==> src/rtl/sort_seq_if.sv <==
// Handshake bundle for sort_seq: byte load port, start/status, and sorted-byte drain port.
// The master side is the producer/consumer that talks to the sorter.
interface sort_seq_if;
   logic       in_valid;
   logic [7:0] in_data;
   logic       in_ready;
   logic       start;
   logic       busy;
   logic       out_valid;
   logic [7:0] out_data;
   logic       out_ready;
   logic       done;
   logic [7:0] compares;

   modport master (
      output in_valid, in_data, start, out_ready,
      input  in_ready, busy, out_valid, out_data, done, compares
   );

   modport slave (
      input  in_valid, in_data, start, out_ready,
      output in_ready, busy, out_valid, out_data, done, compares
   );
endinterface

==> src/rtl/sort_seq.sv <==
// In-place ascending bubble sorter over a small byte buffer, one compare-and-swap per clock
// through a single shared eightbit_comp, with early exit on a clean pass.
module eightbit_comp (
   input  logic [7:0] a_i,
   input  logic [7:0] b_i,
   output logic       gt_o,
   output logic       eq_o,
   output logic       lt_o
);
   assign gt_o = (a_i >  b_i);
   assign eq_o = (a_i == b_i);
   assign lt_o = (a_i <  b_i);
endmodule

module sort_seq #(
   parameter int unsigned DEPTH = 8
) (
   input  logic       clk_i,
   input  logic       rst_i,
   sort_seq_if.slave  bus
);
   localparam int unsigned AW = (DEPTH > 1) ? $clog2(DEPTH) : 1;
   localparam int unsigned CW = $clog2(DEPTH + 1);

   typedef enum logic [1:0] {LOAD, SORT, DRAIN} state_e;

   state_e        state_q;
   logic [7:0]    mem_q [DEPTH];
   logic [CW-1:0] count_q;
   logic [CW-1:0] limit_q;
   logic [AW-1:0] i_q;
   logic [AW-1:0] rd_ptr_q;
   logic          swapped_q;
   logic          done_q;
   logic [7:0]    compares_q;

   logic [AW-1:0] i1;
   logic          wr_en;
   logic [CW-1:0] count_d;
   logic          cmp_gt, cmp_eq, cmp_lt;
   logic          swap_en;
   logic          pass_end;
   logic          rd_last;
   logic          xfer;

   assign i1 = i_q + AW'(1);

   eightbit_comp u_cmp (
      .a_i  (mem_q[i_q]),
      .b_i  (mem_q[i1]),
      .gt_o (cmp_gt),
      .eq_o (cmp_eq),
      .lt_o (cmp_lt)
   );

   // Strictly-greater only: equal keys must never move, which keeps the sort stable.
   assign swap_en  = cmp_gt & ~(cmp_eq | cmp_lt);

   assign bus.in_ready  = (state_q == LOAD) && (count_q < CW'(DEPTH));
   assign bus.out_valid = (state_q == DRAIN);
   assign bus.busy      = (state_q == SORT) || (state_q == DRAIN);
   assign bus.out_data  = mem_q[rd_ptr_q];
   assign bus.done      = done_q;
   assign bus.compares  = compares_q;

   assign wr_en    = bus.in_valid & bus.in_ready;
   assign count_d  = count_q + CW'(wr_en);
   assign pass_end = (CW'(i_q) == limit_q - CW'(1));
   assign rd_last  = (CW'(rd_ptr_q) == count_q - CW'(1));
   assign xfer     = bus.out_valid & bus.out_ready;

   always_ff @(posedge clk_i) begin
      if (rst_i) begin
         state_q    <= LOAD;
         count_q    <= '0;
         limit_q    <= '0;
         i_q        <= '0;
         rd_ptr_q   <= '0;
         swapped_q  <= 1'b0;
         done_q     <= 1'b0;
         compares_q <= '0;
      end else begin
         done_q <= 1'b0;
         case (state_q)
            LOAD: begin
               if (wr_en) mem_q[count_q[AW-1:0]] <= bus.in_data;
               count_q <= count_d;
               // A byte written alongside start is part of the batch.
               if (bus.start && count_d == CW'(1)) begin
                  state_q    <= DRAIN;
                  compares_q <= '0;
               end else if (bus.start && count_d >= CW'(2)) begin
                  state_q    <= SORT;
                  i_q        <= '0;
                  limit_q    <= count_d - CW'(1);
                  swapped_q  <= 1'b0;
                  compares_q <= '0;
               end
            end
            SORT: begin
               if (swap_en) begin
                  mem_q[i_q] <= mem_q[i1];
                  mem_q[i1]  <= mem_q[i_q];
               end
               if (compares_q != 8'hFF) compares_q <= compares_q + 8'd1;
               if (!pass_end) begin
                  i_q       <= i1;
                  swapped_q <= swapped_q | swap_en;
               end else if (!(swapped_q | swap_en) || limit_q == CW'(1)) begin
                  state_q <= DRAIN;
               end else begin
                  limit_q   <= limit_q - CW'(1);
                  i_q       <= '0;
                  swapped_q <= 1'b0;
               end
            end
            DRAIN: begin
               if (xfer) begin
                  if (rd_last) begin
                     state_q  <= LOAD;
                     count_q  <= '0;
                     rd_ptr_q <= '0;
                     done_q   <= 1'b1;
                  end else begin
                     rd_ptr_q <= rd_ptr_q + AW'(1);
                  end
               end
            end
            default: state_q <= LOAD;
         endcase
      end
   end
endmodule

==> src/flat_wrapper.sv <==
// flat-port wrapper written by rule: the top's interface ports become plain ports
module sort_seq_flat 
#(
   parameter int unsigned DEPTH = 8
)
  (clk_i, rst_i, bus_in_valid, bus_in_data, bus_start, bus_out_ready, bus_in_ready, bus_busy, bus_out_valid, bus_out_data, bus_done, bus_compares);
  sort_seq_if bus_i ();
  input  logic clk_i;
  input  logic rst_i;
  input wire logic [$bits(bus_i.in_valid)-1:0] bus_in_valid;
  input wire logic [$bits(bus_i.in_data)-1:0] bus_in_data;
  input wire logic [$bits(bus_i.start)-1:0] bus_start;
  input wire logic [$bits(bus_i.out_ready)-1:0] bus_out_ready;
  output wire logic [$bits(bus_i.in_ready)-1:0] bus_in_ready;
  output wire logic [$bits(bus_i.busy)-1:0] bus_busy;
  output wire logic [$bits(bus_i.out_valid)-1:0] bus_out_valid;
  output wire logic [$bits(bus_i.out_data)-1:0] bus_out_data;
  output wire logic [$bits(bus_i.done)-1:0] bus_done;
  output wire logic [$bits(bus_i.compares)-1:0] bus_compares;
  assign bus_i.in_valid = bus_in_valid;
  assign bus_i.in_data = bus_in_data;
  assign bus_i.start = bus_start;
  assign bus_i.out_ready = bus_out_ready;
  assign bus_in_ready = bus_i.in_ready;
  assign bus_busy = bus_i.busy;
  assign bus_out_valid = bus_i.out_valid;
  assign bus_out_data = bus_i.out_data;
  assign bus_done = bus_i.done;
  assign bus_compares = bus_i.compares;
  sort_seq #(.DEPTH(DEPTH)) u_core (.clk_i(clk_i), .rst_i(rst_i), .bus(bus_i));
endmodule
==> config.mk <==
export PLATFORM = sky130hd
export DESIGN_NAME = sort_seq_flat
export DESIGN_NICKNAME = d
export VERILOG_FILES = /design/src/rtl/sort_seq_if.sv /design/src/rtl/sort_seq.sv /design/src/flat_wrapper.sv
export SDC_FILE = /design/constraint.sdc
export NUM_CORES = 1
export LEC_CHECK = 0
export CAP_MARGIN = 20
export CORE_ASPECT_RATIO = 2
export CORE_MARGIN = 2
export CORE_UTILIZATION = 62
export DETAILED_ROUTE_END_ITERATION = 6
export GPL_TIMING_DRIVEN = 0
export PLACE_DENSITY_LB_ADDON = 0.15
export SLEW_MARGIN = 20
export SYNTH_ARGS = -nofsm -noshare
export SYNTH_HDL_FRONTEND = slang
export SYNTH_SLANG_ARGS = --single-unit
==> constraint.sdc <==
create_clock -name clk_i -period 12.9 [get_ports clk_i]
set_clock_uncertainty 0.1 [all_clocks]
set_input_delay 2.58 -clock clk_i [delete_from_list [all_inputs] [get_ports clk_i]]
set_output_delay 2.58 -clock clk_i [all_outputs]
set_load 0.005 [all_outputs]
## Yosys cells after proc, flatten, opt, wreduce, memory -nomap -nowiden

Memories as Yosys holds them, arrays and structs flattened. A register that Yosys moved wholly into a read port is not among the register bits.
Cells that the tools add are included.

- Bits in registers: 26
- Memory bits (writable): 64
- Input bits: 13
- Memories kept: 1

Memory list:

| memory | words | width | rd ports | clocked after Yosys merged registers in | wr ports | RTL line | source |
|---|---|---|---|---|---|---|---|
| u_core.mem_q | 8 | 8 | 3 | 2 | 2 | sort_seq.sv:28 | `logic [7:0] mem_q [DEPTH];` |

- Add/sub/neg operators: 7
- Magnitude comparators: 4
- Equality and inequality tests: 18
- Multiplexer cells: 46
- Bitwise gates (word level): 8
- Reductions and logical operators: 17

Operators by type and width:

| cell | count |
|---|---|
| 8-bit two-way mux | 4 |
| 3-bit two-way mux | 10 |
| 4-bit two-way mux | 6 |
| 4-bit one-hot mux with 2 select lines | 2 |
| 8-bit one-hot mux with 2 select lines | 1 |
| 1-bit two-way mux | 14 |
| 2-bit != test, second input constant | 7 |
| 2-bit two-way mux | 6 |
| 4-bit by 1-bit subtractor with 4-bit output, second input constant | 3 |
| 5-bit AND reduction | 2 |
| 8-bit by 1-bit adder with 8-bit output, second input constant | 1 |
| 3-bit by 4-bit == test with 1-bit output | 2 |
| 4-bit by 1-bit == test with 1-bit output, second input constant | 2 |
| 8-bit == test | 1 |
| 8-bit > comparator | 1 |
| 8-bit less-than comparator | 1 |
| 8-bit != test, second input constant | 1 |
| 8-bit OR reduction | 1 |
| 3-bit by 1-bit adder with 3-bit output, second input constant | 2 |
| 3-bit != test, second input constant | 2 |
| 2-bit one-hot mux with 3 select lines | 1 |
| 3-bit one-hot mux with 2 select lines | 1 |
| 3-bit AND reduction | 2 |
| 4-bit by 1-bit adder with 4-bit output | 1 |
| other kinds (17) | 26 |

## Longest topological paths before layout

Gate-level depths: netlist of the first run.
An unclocked memory read counts as a cell.

- Word-level depth: 14
- Mapped depth: 15
- Mapped depth without buffers: 14

## By module

From an unflattened synthesis of the first run, not the netlist that was laid out.

- Cell total of the unflattened synthesis: 535
- Area, all modules: 6612.6 um2

By module, submodules not included:

| module | instances | cells each | area an instance (um2) |
|---|---|---|---|
| sort_seq | 1 | 506 | 6387.4 |
| eightbit_comp | 1 | 29 | 225.2 |

## Worst setup path before layout of the first run

OpenSTA, ideal clock, no wires.

- Path kind: input-to-reg
- Start: in bus_in_valid
- End: reg u_core.compares_q[1], in the netlist u_core.bus.compares[1]
- Arrival time: 4.843 ns
- Required time: 12.722 ns
- Path slack: 7.879 ns
- Cell stages on the path: 11
- Cells stage by stage: nand2_1 > inv_1 > ha_1 > ha_1 > inv_1 > ha_1 > or3_1 > o31ai_2 > nand2_1 > a31o_2 > nor3_1

- Word-level cells in the longest chain between the ends: 6
- Elaborated cells on any way between the ends: 10
- Classes of those cells: add/sub: 1; order compare: 1; eq/ne: 2; mux: 2; bitwise: 1; reduce/logical: 3

Ends and longest elaborated chain:

| item | RTL line | source |
|---|---|---|
| start: declaration | flat_wrapper.sv:10 | `input wire logic [$bits(bus_i.in_valid)-1:0] bus_in_valid;` |
| 1-bit AND (*) | sort_seq.sv:66 | `assign wr_en = bus.in_valid & bus.in_ready;` |
| 4-bit by 1-bit adder with 4-bit output (*) | sort_seq.sv:67 | `assign count_d = count_q + CW'(wr_en);` |
| 4-bit by 2-bit greater-or-equal comparator with 1-bit output / 4-bit by 1-bit == test with 1-bit output (equally long branches) | sort_seq.sv:92, sort_seq.sv:89 |  |
| 1-bit logical AND, on equally long branches | sort_seq.sv:92, sort_seq.sv:89 |  |
| 3-bit != test (no line) / 8-bit two-way mux (equally long branches) | -- |  |
| 3-bit AND reduction (no line) / 8-bit one-hot mux with 2 select lines (equally long branches) | -- |  |
| end signal: assignment | sort_seq.sv:105 | `if (compares_q != 8'hFF) compares_q <= compares_q + 8'd1;` |
| end: declaration | sort_seq.sv:35 | `logic [7:0] compares_q;` |

Every way passes the cells marked *; elsewhere a longest branch is shown, timed or not.
A chain may end at the register's enable or synchronous reset.

==> results of run 1 <==
-- worst max path at each step --
stage / slack, ns / to
global placement: 6.31 / u_core.mem_q[2][3]$_DFFE_PP_
floorplan: 7.88 / u_core.bus.compares[1]$_SDFFE_PP0P_
global route: 6.62 / u_core.mem_q[4][0]$_DFFE_PP_
detailed placement: 6.99 / u_core.mem_q[6][3]$_DFFE_PP_
finish: 6.74 / u_core.mem_q[4][7]$_DFFE_PP_
CTS: 6.93 / u_core.mem_q[6][7]$_DFFE_PP_
-- registers in the layout, indices dropped and copies added (netlist names), named ones only --
signal               count
u_core.i_q               3
u_core.limit_q           4
u_core.rd_ptr_q          3
u_core.mem_q            64
u_core.count_q           4
u_core.bus.done          1
u_core.state_q           2
u_core.swapped_q         1
u_core.bus.compares      8
-- final cells by class --
cell class | count | area [um^2]
buffer | 36 | 164
clock buffer | 11 | 275
clock inverter | 5 | 32.5
fill | 776 | 2970
inverter | 29 | 109
multi-input combinational | 387 | 3760
sequential | 96 | 2560
tap | 137 | 171
timing repair buffer | 36 | 362
-- stage by stage --
| step | hold WS, ns | area, um^2 | util (%) | total power, mW | cells |
|---|---|---|---|---|---|
| global route | 0.421 | 7440 | 71.5 | 1.16 | 737 |
| global placement | 0.364 | 7080 | 68.0 | 0.812 | 717 |
| floorplan | 0.352 | 6590 | - | 0.694 | 548 |
| finish | 0.400 | 7440 | 71.5 | 1.11 | 737 |
| CTS | 0.397 | 7440 | 71.4 | 1.11 | 737 |
| detailed placement | 0.387 | 7130 | 68.5 | 0.833 | 721 |
-- worst max-delay path: cells and delay by family, from the launching register on --
kind | cells | cell delay (ns)
and+or+nand+nor | 1 | 0.25
adders and majority gates | 1 | 0.38
muxes | 3 | 1.36
AOI/OAI and AO/OA | 3 | 1.61
DFF | 1 | 0.31
buffers and inverters | 4 | 1.75
-- cell families (layout without fill, tap and decap cells) --
kind of cell / after synthesis / in the layout / synth area share [%]
muxes: 153 / 153 / 32.7
and+or+nand+nor: 120 / 120 / 9.55
DFF: 96 / 96 / 38.9
AOI/OAI and AO/OA: 79 / 79 / 8.60
buffers and inverters: 65 / 117 / 4.14
adders and majority gates: 22 / 22 / 4.18
xor gates and xnor gates: 13 / 13 / 2.01
-- where the power goes --
part | leakage (nW) | total, mW | switching (mW) | internal (mW)
registers | 0.837 | 0.377 | 0.0201 | 0.357
logic | 1.76 | 0.459 | 0.263 | 0.197
clock network | 0.151 | 0.273 | 0.118 | 0.155
-- cells in the final DEF, fill, tap and decap left out, types with 3 or more instances in the layout --
cell	n
sky130_fd_sc_hd__dfxtp_1	32
sky130_fd_sc_hd__mux4_2	48
sky130_fd_sc_hd__edfxtp_1	64
sky130_fd_sc_hd__nor2b_1	6
sky130_fd_sc_hd__xnor2_1	7
sky130_fd_sc_hd__or3_1	6
sky130_fd_sc_hd__nand2_1	31
sky130_fd_sc_hd__buf_4	3
sky130_fd_sc_hd__buf_6	3
sky130_fd_sc_hd__nor4_1	3
sky130_fd_sc_hd__a31oi_1	6
sky130_fd_sc_hd__mux2i_1	88
sky130_fd_sc_hd__nand4_1	4
sky130_fd_sc_hd__clkbuf_2	4
sky130_fd_sc_hd__o21ai_0	10
sky130_fd_sc_hd__clkbuf_16	11
sky130_fd_sc_hd__nand3_1	10
sky130_fd_sc_hd__nor3_1	6
sky130_fd_sc_hd__and2_1	3
sky130_fd_sc_hd__or2_2	3
sky130_fd_sc_hd__nor3b_1	3
sky130_fd_sc_hd__clkbuf_1	15
sky130_fd_sc_hd__nand2b_1	3
sky130_fd_sc_hd__inv_1	29
sky130_fd_sc_hd__clkdlybuf4s50_1	32
sky130_fd_sc_hd__or4_1	5
sky130_fd_sc_hd__ha_1	22
sky130_fd_sc_hd__o21ai_1	7
sky130_fd_sc_hd__o31ai_1	3
sky130_fd_sc_hd__a21oi_1	19
sky130_fd_sc_hd__nand4b_1	3
sky130_fd_sc_hd__mux2_2	17
sky130_fd_sc_hd__xor2_1	5
sky130_fd_sc_hd__buf_2	13
sky130_fd_sc_hd__nor2_1	28
-- per-layer routing --
| layer | global-route usage (%) | up-vias | routed length, um |
|---|---|---|---|
| met2 | 60.7 | 271 | 10000 |
| met5 | 0 | - | 0 |
| li1 | - | 2220 | - |
| met4 | 24.5 | 0 | 1260 |
| met1 | 34.7 | 2494 | 6400 |
| met3 | 3.74 | 87 | 860 |
==> impl_summary.txt, run 1 <==
----------------------------------------------------
[Outcome]
  Status ... finished, final reports clean

[Timing]
  Hold Vio Cnt, Final ... 0
  Pins over their slew limit ... 0
  Setup repair after global routing missed its margin ... no
  Post-route fraction of the period consumed by the critical path ... between 40 and 50%
  Worst slew slack as a fraction of its limit ... 23.4%
  Transition time at the pin with the least slew margin ... about 1.1 ns
  Final setup violation count ... 0
  Max Clock Freq ... 162 MHz
  Setup tns final ... 0 ns
  Clock period minus worst slack ... about 6 ns
  Crit path setup slack, layout ... 6.74 ns

[Critical path]
  Reg-to-reg setup timing slack ... 6.74 ns
  Setup crit start kind ... flop
  Largest stage delay on the critical path ... 0.94 ns
  Cells along the critical path ... clkbuf_1 -> clkbuf_1 -> mux4_2 -> mux2i_1 -> inv_1 -> ha_1 -> nand4_1 -> a21oi_2 -> o21ai_1 -> buf_2 -> mux2i_1 -> o21bai_1
  Library cell contributing the largest single delay on the critical path ... sky130_fd_sc_hd__o21bai_1
  Worst endpoint required time ... 12.76 ns
  R2R cell count ... 12
  Critical path peak fanout ... 10
  Reg2Reg Capture Point ... u_core.mem_q[4][7]$_DFFE_PP_
  Arrival time at the worst endpoint ... 6.02 ns
  Category of the worst setup path capture point ... flop
  Kind of critical path ... reg2reg

[Global routing]
  Overflow after GRT ... 0
  Via count of the first global-routing pass ... 5344
  GRT Total Usage ... 33.3%
  Wire length of the first global-routing pass ... ~29000 um
  Pin count of the biggest net entering global routing ... 17
  Initial antenna violation count ... 0

[Run]
  Number of max-capacitance violations reported ... 0

[Layout]
  Final Net Count ... 630
  Area added between synthesis and finish ... 12.9%
  Share of layout cells above drive strength 1 ... 20.0%
  Diodes inserted ... 0

[Power and ir drop]
  Worst IR drop on VDD ... about 140 uV
  Cell area power density ... about 150 nW/um^2
  Cell leakage power ... 2.74 nW

[Die]
  Die width ... 76.9 um
  Site Rows ... 53
  Starting density of the core ... 63.3%
  Floorplan Core Area ... 10400 um^2
  IO Pins ... 33
  Die Span Y ... 150 um
  Die area ... 11500 um^2

[Routing]
  Sum of routed wire length over all layers ... roughly 19000 um
  Router iterations before antenna repair ... 5
  Iteration-0 DRC count of the detailed router ... 513
  Vias per cell ... between 6 and 7
  Number of DRC violations after detailed routing ... 0
  Detail Route Antenna Nets ... 0
  Routed len/inst ... 25.2 um
  Total vias in the final route ... 5072

[CTS]
  Total CTS buffers ... 9
  CTS root buf ... sky130_fd_sc_hd__clkbuf_16
  Source-to-sink clock delay at the later pin of the worst-skew pair ... approximately 0.35 ns
  Post-cts resize count ... 0
  CTS H-tree depth ... 3
  TritonCTS clock tree ... yes
  Number of buffers between clock root and the deepest sink ... 2
  Number of clock sinks ... 96
  Number of setup buffers added after CTS ... 0
  Number of buffers inserted for hold repair after clock tree synthesis ... 0
  Clock slew at the register clock pins of the worst setup and hold paths ... 0.07 ns

[Placed design]
  Gp weighted congestion ... 0.972
  Count of input and output buffers ... 32
  Final HPWL DP ... 13600 um
  Setup Slack @ Placement ... 6.99 ns

[Synthesis]
  Post-synth net total ... ~580
  Summed instance area of the synthesized netlist ... 6590 um^2
  Share of the synthesized area in the top cell type ... slightly below 30%
  Avg Cell Area, Syn ... 12.0 um^2
  Async SR Flop Fraction ... 0%
  Cell with the most instances after synthesis ... sky130_fd_sc_hd__mux2i_1
  Number of warnings issued by yosys ... 0
  Most common library cells after synthesis ... 88 x sky130_fd_sc_hd__mux2i_1, 64 x sky130_fd_sc_hd__edfxtp_1, 48 x sky130_fd_sc_hd__mux4_2, 32 x sky130_fd_sc_hd__dfxtp_1, 31 x sky130_fd_sc_hd__nand2_1
  Most used flip-flop cell after synthesis ... sky130_fd_sc_hd__edfxtp_1
  Count of mapped cells out of synthesis ... 548
  Sequential cell area fraction in the yosys report ... 38.9%
  Synth unique cells ... 62
  Synthesized flop and latch total ... 96
  Top cells by area in the synthesized netlist ... sky130_fd_sc_hd__edfxtp_1 29%, sky130_fd_sc_hd__mux4_2 16%, sky130_fd_sc_hd__mux2i_1 13%, sky130_fd_sc_hd__dfxtp_1 9.7%, sky130_fd_sc_hd__ha_1 4.2%
  Count of flip-flops with a built-in enable after synthesis ... between 60 and 70
  Post-synthesis cell type with the largest combined area ... sky130_fd_sc_hd__edfxtp_1

[Worst hold path]
  Hold wc startpoint ... u_core.limit_q[1]$_SDFFE_PP0P_
  Hold worst-path end ... u_core.limit_q[1]$_SDFFE_PP0P_
  Min-Delay Path Class ... reg2reg
  Worst Hold Path Cells ... 2

----------------------------------------------------
Note: power is estimated with default switching activity, not from simulation.
==> run 2: changes to the inputs <==
Settings changed: CORE_UTILIZATION 62 to 55.
Clock period 12.9 ns to 4.9 ns, I/O delays scaled along.
==> impl_summary.txt, run 2 (same netlist as run 1, synthesis figures left out) <==
----------------------------------------------------
[Routing]
  Iteration-0 DRC count of the detailed router ... 424
  Wire length the detailed router placed on met1 ... 6390 um
  Router iterations before antenna repair ... 5
  Routed len/inst ... 25.0 um
  Length of routed met2 wiring ... approximately 10000 um
  Vias per cell ... 6.77
  Number of DRC violations after detailed routing ... 0
  Top routing layer used ... met4
  Detail Route Antenna Nets ... 0
  Sum of routed wire length over all layers ... 18600 um
  Routed met3 length ... 828 um
  Total vias in the final route ... 5034

[Critical path]
  Reg-to-reg setup timing slack ... 0.13 ns
  Reg2Reg Capture Point ... u_core.mem_q[2][0]$_DFFE_PP_
  Kind of critical path ... reg2reg
  Worst reg2reg path startpoint ... u_core.i_q[1]$_SDFFE_PP0P_
  Critical path peak fanout ... 10
  Most common cell type on the critical path ... sky130_fd_sc_hd__buf_4
  Cells along the critical path ... ha_1 -> buf_4 -> buf_4 -> mux4_2 -> mux2i_2 -> ha_1 -> nor2b_1 -> o211ai_1 -> a21oi_4 -> o21ai_4 -> buf_6 -> mux2_2 -> o21ai_4 -> buf_4
  Setup crit start kind ... flop
  Library cell contributing the largest single delay on the critical path ... sky130_fd_sc_hd__mux4_2
  R2R cell count ... 14
  Arrival time at the worst endpoint ... 4.72 ns
  Largest stage delay on the critical path ... ~0.52 ns
  Category of the worst setup path capture point ... flop
  Worst endpoint required time ... 4.86 ns

[Global routing]
  Pin count of the biggest net entering global routing ... 16
  Wire length of the first global-routing pass ... 28200 um
  Via count of the first global-routing pass ... 5189
  Initial antenna violation count ... 0
  Overflow after GRT ... 0
  GRT Total Usage ... 30.1%

[Layout]
  Commonest non-fill, non-tap cell in the layout ... sky130_fd_sc_hd__mux2i_1
  Register with the most flip-flops ... u_core.mem_q
  Diodes inserted ... 0
  Area added between synthesis and finish ... 14.8%
  Share of layout cells above drive strength 1 ... between 20% and 30%
  Final non-filler cell area ... approximately 7600 um^2
  Number of flip-flops under the largest register name ... 64
  Final Net Count ... about 630
  Most frequent cells in the layout ... 80 x sky130_fd_sc_hd__mux2i_1, 64 x sky130_fd_sc_hd__edfxtp_1, 48 x sky130_fd_sc_hd__mux4_2
  Post-layout util ... 64.7%

[Die]
  Die Span Y ... 159 um
  Site Rows ... 56
  Die width ... 81.4 um
  Floorplan Core Area ... 11700 um^2
  Die area ... 12900 um^2
  Starting density of the core ... 56.3%
  IO Pins ... 33

[CTS]
  Number of buffers between clock root and the deepest sink ... 2
  CTS H-tree depth ... 3
  Total CTS buffers ... 9
  Number of buffers inserted for hold repair after clock tree synthesis ... 0
  TritonCTS clock tree ... yes
  Clock slew at the register clock pins of the worst setup and hold paths ... 0.06 ns
  Number of clock sinks ... 96
  CTS root buf ... sky130_fd_sc_hd__clkbuf_16
  Source-to-sink clock delay at the later pin of the worst-skew pair ... approximately 0.35 ns

[Power and ir drop]
  Cell leakage power ... between 2 and 3 nW
  Cell area power density ... 388 nW/um^2
  Worst IR drop on VDD ... 284 uV

[Placed design]
  Final HPWL DP ... approximately 14000 um
  Area post-placement ... 7140 um^2
  Setup Slack @ Placement ... -1.05 ns
  Gp weighted congestion ... roughly 0.95
  Count of input and output buffers ... 32

[Worst hold path]
  Worst Hold Path Cells ... 2
  Hold wc startpoint ... u_core.limit_q[1]$_SDFFE_PP0P_
  Min-Delay Path Class ... reg2reg
  Hold worst-path end ... u_core.limit_q[1]$_SDFFE_PP0P_

[Timing]
  Max Clock Freq ... around 210 MHz
  Final setup violation count ... 0
  Post-route fraction of the period consumed by the critical path ... 97.3%
  Transition time at the pin with the least slew margin ... 1.11 ns
  Final hold slack ... 0.392 ns
  Hold Vio Cnt, Final ... 0
  Crit path setup slack, layout ... 0.133 ns
  Pins over their slew limit ... 0
  Setup tns final ... 0 ns
  Clock period minus worst slack ... 4.77 ns
  Worst slew slack as a fraction of its limit ... between 20 and 30%

[Run]
  Number of max-capacitance violations reported ... 0

[Outcome]
  Status ... finished, final reports clean

----------------------------------------------------
## run 2: changes by cell type in the layout (fill, tap and decap cells not counted), moves of 2 or more
cell,delta
sky130_fd_sc_hd__mux2i_4,+3
sky130_fd_sc_hd__buf_6,-2
sky130_fd_sc_hd__o21ai_1,-4
sky130_fd_sc_hd__o21ai_4,+2
sky130_fd_sc_hd__o21bai_4,+2
sky130_fd_sc_hd__clkbuf_1,+2
sky130_fd_sc_hd__o21bai_1,-2
sky130_fd_sc_hd__buf_2,-5
sky130_fd_sc_hd__mux2i_1,-8
sky130_fd_sc_hd__mux2i_2,+5
sky130_fd_sc_hd__o21ai_2,+3
sky130_fd_sc_hd__buf_4,+7
sky130_fd_sc_hd__inv_4,-2
## run 2: cell type report
cell class	count	area, um^2
Clock inverter	2	37.5
Inverter	29	109
Fill cell	932	4130
Tap cell	145	181
Buffer	35	178
Sequential cell	96	2560
Timing Repair Buffer	36	350
Multi-Input combinational cell	387	3880
Clock buffer	14	265
## run 2: critical path: cells and delay by family (launching register included)
kind                       cells  cell delay [ns]
buffers and inverters          4             0.96
and+or+nand+nor                1             0.14
muxes                          3             1.23
adders and majority gates      2             0.64
AOI/OAI and AO/OA              4             0.97
DFF                            1             0.41
## run 2: worst max-delay path by stage
stage / start / endpoint / slack (ns) / depth (start not counted)
floorplan: flop / u_core.mem_q[0][0]$_DFFE_PP_ / 0.24 / 13
global placement: flop / u_core.mem_q[2][0]$_DFFE_PP_ / -1.59 / 13
detailed placement: flop / u_core.mem_q[2][0]$_DFFE_PP_ / -1.05 / 14
CTS: u_core.i_q[1]$_SDFFE_PP0P_ / u_core.mem_q[0][5]$_DFFE_PP_ / 0.04 / 14
global route: u_core.i_q[1]$_SDFFE_PP0P_ / u_core.mem_q[3][4]$_DFFE_PP_ / -0.005 / 14
finish: u_core.i_q[1]$_SDFFE_PP0P_ / u_core.mem_q[2][0]$_DFFE_PP_ / 0.13 / 14
## run 2: what timing repair did
action                     in CTS  in global routing
setup endpoints to repair     100                 54
resized for setup              20                  9
setup buffers                   0                  0
## run 2: power breakdown
group / total, mW / internal (mW) / leakage [nW] / switching (mW)
clock: 0.728 / 0.428 / 0.142 / 0.300
combinational: 1.21 / 0.525 / 1.79 / 0.690
sequential: 0.991 / 0.939 / 0.837 / 0.0521
## run 2: stage by stage
stage,power (mW),std cells
2_1_floorplan,1.83,548
3_3_place_gp,2.14,725
3_5_place_dp,2.18,729
4_1_cts,2.92,744
5_1_grt,3.07,744
6_report,2.93,744
## run 2: per-layer routing
layer | global-route usage [%] | vias up
met2 | 53.2 | 207
met4 | 19.0 | 0
met5 | 0 | -
li1 | - | 2209
met1 | 31.7 | 2537
met3 | 4.60 | 81
==> run 3: changes to the inputs <==
Settings changed: CORE_UTILIZATION 55 to 53, CTS_CLUSTER_DIAMETER set to 30.
==> impl_summary.txt, run 3 (same netlist as run 1, synthesis figures left out) <==
----------------------------------------------------
[Power and ir drop]
  Sequential group share of total power ... 34.0%
  Switching share of total power ... between 30 and 40%
  Worst IR drop on VDD ... 337 uV
  Cell area power density ... 384 nW/um^2
  Cell leakage power ... roughly 2.8 nW
  Design internal power ... ~1.9 mW
  Net Sw Power ... 1.05 mW
  Total power of the final layout ... just under 3 mW
  Combinational fraction of design power ... 41.8%
  Share of power burned in the clock network ... 24.2%

[Routing]
  Number of DRC violations after detailed routing ... 0
  Router iterations before antenna repair ... 5
  Routed len/inst ... 25.2 um
  Total vias in the final route ... 4978
  Vias per cell ... 6.67
  Detail Route Antenna Nets ... 0
  Iteration-0 DRC count of the detailed router ... 371
  Sum of routed wire length over all layers ... ~19000 um

[Global routing]
  Via count of the first global-routing pass ... 5255
  Wire length of the first global-routing pass ... 28900 um
  GRT Total Usage ... roughly 29%
  Initial antenna violation count ... 0
  Global route hottest layer ... met2
  Met3 capacity usage during global routing ... about 4.0%
  Pin count of the biggest net entering global routing ... 16
  Overflow after GRT ... 0
  Met1 Use GR ... 28.9%
  Met2 usage in global routing ... ~53%

[Placed design]
  Count of input and output buffers ... 32
  Total placed cells including tap cells ... approximately 730
  Setup Slack @ Placement ... -0.841 ns
  Area post-placement ... 7140 um^2
  Gp weighted congestion ... between 0.9 and 1
  Final HPWL DP ... 13900 um

[Timing]
  Clock period minus worst slack ... 4.79 ns
  Max Clock Freq ... 209 MHz
  Hold Vio Cnt, Final ... 0
  Post-route fraction of the period consumed by the critical path ... 97.8%
  Transition time at the pin with the least slew margin ... around 1.1 ns
  Final setup violation count ... 0
  Pins over their slew limit ... 0
  Crit path setup slack, layout ... between 0.1 and 0.15 ns
  Worst slew slack as a fraction of its limit ... about a quarter
  Setup repair after global routing missed its margin ... no

[Critical path]
  Category of the worst setup path capture point ... flop
  Reg-to-reg setup timing slack ... 0.11 ns
  Setup crit start kind ... flop
  Reg2Reg Capture Point ... u_core.mem_q[1][0]$_DFFE_PP_
  Critical path peak fanout ... 10
  R2R cell count ... 13
  Arrival time at the worst endpoint ... between 4 and 5 ns
  Worst endpoint required time ... approximately 4.9 ns
  Kind of critical path ... reg2reg

[Worst hold path]
  Hold worst-path end ... u_core.state_q[0]$_SDFFE_PP0P_
  Min-Delay Path Class ... reg2reg
  Hold wc startpoint ... u_core.state_q[0]$_SDFFE_PP0P_
  Worst Hold Path Cells ... 2

[Die]
  Die area ... 13400 um^2
  Floorplan Core Area ... between 10000 and 15000 um^2
  Site Rows ... 57
  Starting density of the core ... 54.4%
  Die Span Y ... 162 um
  Die width ... 82.9 um
  IO Pins ... 33

[CTS]
  CTS H-tree depth ... 3
  Source-to-sink clock delay at the later pin of the worst-skew pair ... 0.34 ns
  CTS root buf ... sky130_fd_sc_hd__clkbuf_16
  TritonCTS clock tree ... yes
  Number of clock sinks ... 96
  Clock slew at the register clock pins of the worst setup and hold paths ... 0.07 ns
  Total CTS buffers ... 9
  Number of buffers between clock root and the deepest sink ... 2

[Layout]
  FF/Latch Area ... between 2000 and 3000 um^2
  Share of layout cells above drive strength 1 ... between 20% and 30%
  Post-route non-filler standard cell count ... 746
  Final Net Count ... ~630
  Commonest non-fill, non-tap cell in the layout ... sky130_fd_sc_hd__mux2i_1
  Post-layout util ... 62.6%
  Register with the most flip-flops ... u_core.mem_q
  Area added between synthesis and finish ... 15.1%
  Number of flip-flops under the largest register name ... 64
  Most frequent cells in the layout ... 80 x sky130_fd_sc_hd__mux2i_1, 64 x sky130_fd_sc_hd__edfxtp_1, 48 x sky130_fd_sc_hd__mux4_2
  Final non-filler cell area ... roughly 7600 um^2
  Diodes inserted ... 0
  Combined area of the multi-input logic cells ... 3900 um^2
  Number of filler cells placed in the layout ... 993

[Outcome]
  Status ... finished, final reports clean

[Run]
  Number of max-capacitance violations reported ... 0

----------------------------------------------------
run 3: what timing repair did:
| action | in CTS | in global routing |
|---|---|---|
| pin swaps | 0 | 1 |
| gates resized for setup | 15 | 13 |
| setup buffers | 0 | 2 |
| hold buffers | 0 | 0 |
| endpoints found under the setup margin | 120 | 66 |
run 3: critical path: stages, from the launching register on:
cell and delay (ns):
sky130_fd_sc_hd__dfxtp_1 0.66, sky130_fd_sc_hd__clkbuf_2 0.46, sky130_fd_sc_hd__mux4_2 0.40, sky130_fd_sc_hd__mux2i_4 0.34, sky130_fd_sc_hd__inv_1 0.10, sky130_fd_sc_hd__ha_1 0.32, sky130_fd_sc_hd__nor2b_1 0.14, sky130_fd_sc_hd__o211ai_1 0.27
sky130_fd_sc_hd__a21oi_4 0.15, sky130_fd_sc_hd__o21ai_4 0.26, sky130_fd_sc_hd__buf_4 0.29, sky130_fd_sc_hd__mux2_2 0.42, sky130_fd_sc_hd__o21ai_1 0.32, sky130_fd_sc_hd__buf_4 0.26
run 3: power groups by stage:
stage / Combinational [mW] / Clock [mW] / Sequential (mW)
after floorplan: 0.836 / 0 / 0.992
after global placement: 1.14 / 0 / 1.00
after detailed placement: 1.18 / 0 / 1.01
after CTS: 1.19 / 0.708 / 0.988
after global routing: 1.32 / 0.740 / 0.999
final: 1.22 / 0.705 / 0.991
run 3: worst max path at each step:
stage	from	endpoint	slack, ns	cells after the start
detailed placement	flop	u_core.mem_q[7][0]$_DFFE_PP_	-0.84	13
floorplan	flop	u_core.mem_q[0][0]$_DFFE_PP_	0.24	13
global placement	flop	u_core.mem_q[2][0]$_DFFE_PP_	-1.46	13
global route	u_core.i_q[1]$_SDFFE_PP0P_	u_core.mem_q[1][7]$_DFFE_PP_	0.03	13
finish	flop	u_core.mem_q[1][0]$_DFFE_PP_	0.11	13
CTS	u_core.i_q[1]$_SDFFE_PP0P_	u_core.mem_q[3][7]$_DFFE_PP_	0.02	14
run 3: metal layers:
metal | vias to the layer above | share of wire [%]
li1 | 2231 | -
met1 | 2462 | 33
met2 | 205 | 56
met3 | 80 | 4.1
met4 | 0 | 6.9
met5 | - | 0
run 3: layout make-up:
| type | instances | area share (%) |
|---|---|---|
| Clock buffer | 11 | 3.07 |
| Timing Repair Buffer | 38 | 4.98 |
| Tap cell | 147 | 2.42 |
| Multi-Input combinational cell | 387 | 51.4 |
| Sequential cell | 96 | 33.8 |
| Inverter | 29 | 1.43 |
| Buffer | 33 | 2.16 |
| Clock inverter | 5 | 0.759 |
run 3: stage by stage:
stage,setup TNS (ns),hold WS [ns]
2_1_floorplan,0,0.352
3_3_place_gp,-83.40,0.365
3_5_place_dp,-60.06,0.378
4_1_cts,0,0.387
5_1_grt,0,0.426
6_report,0,0.390
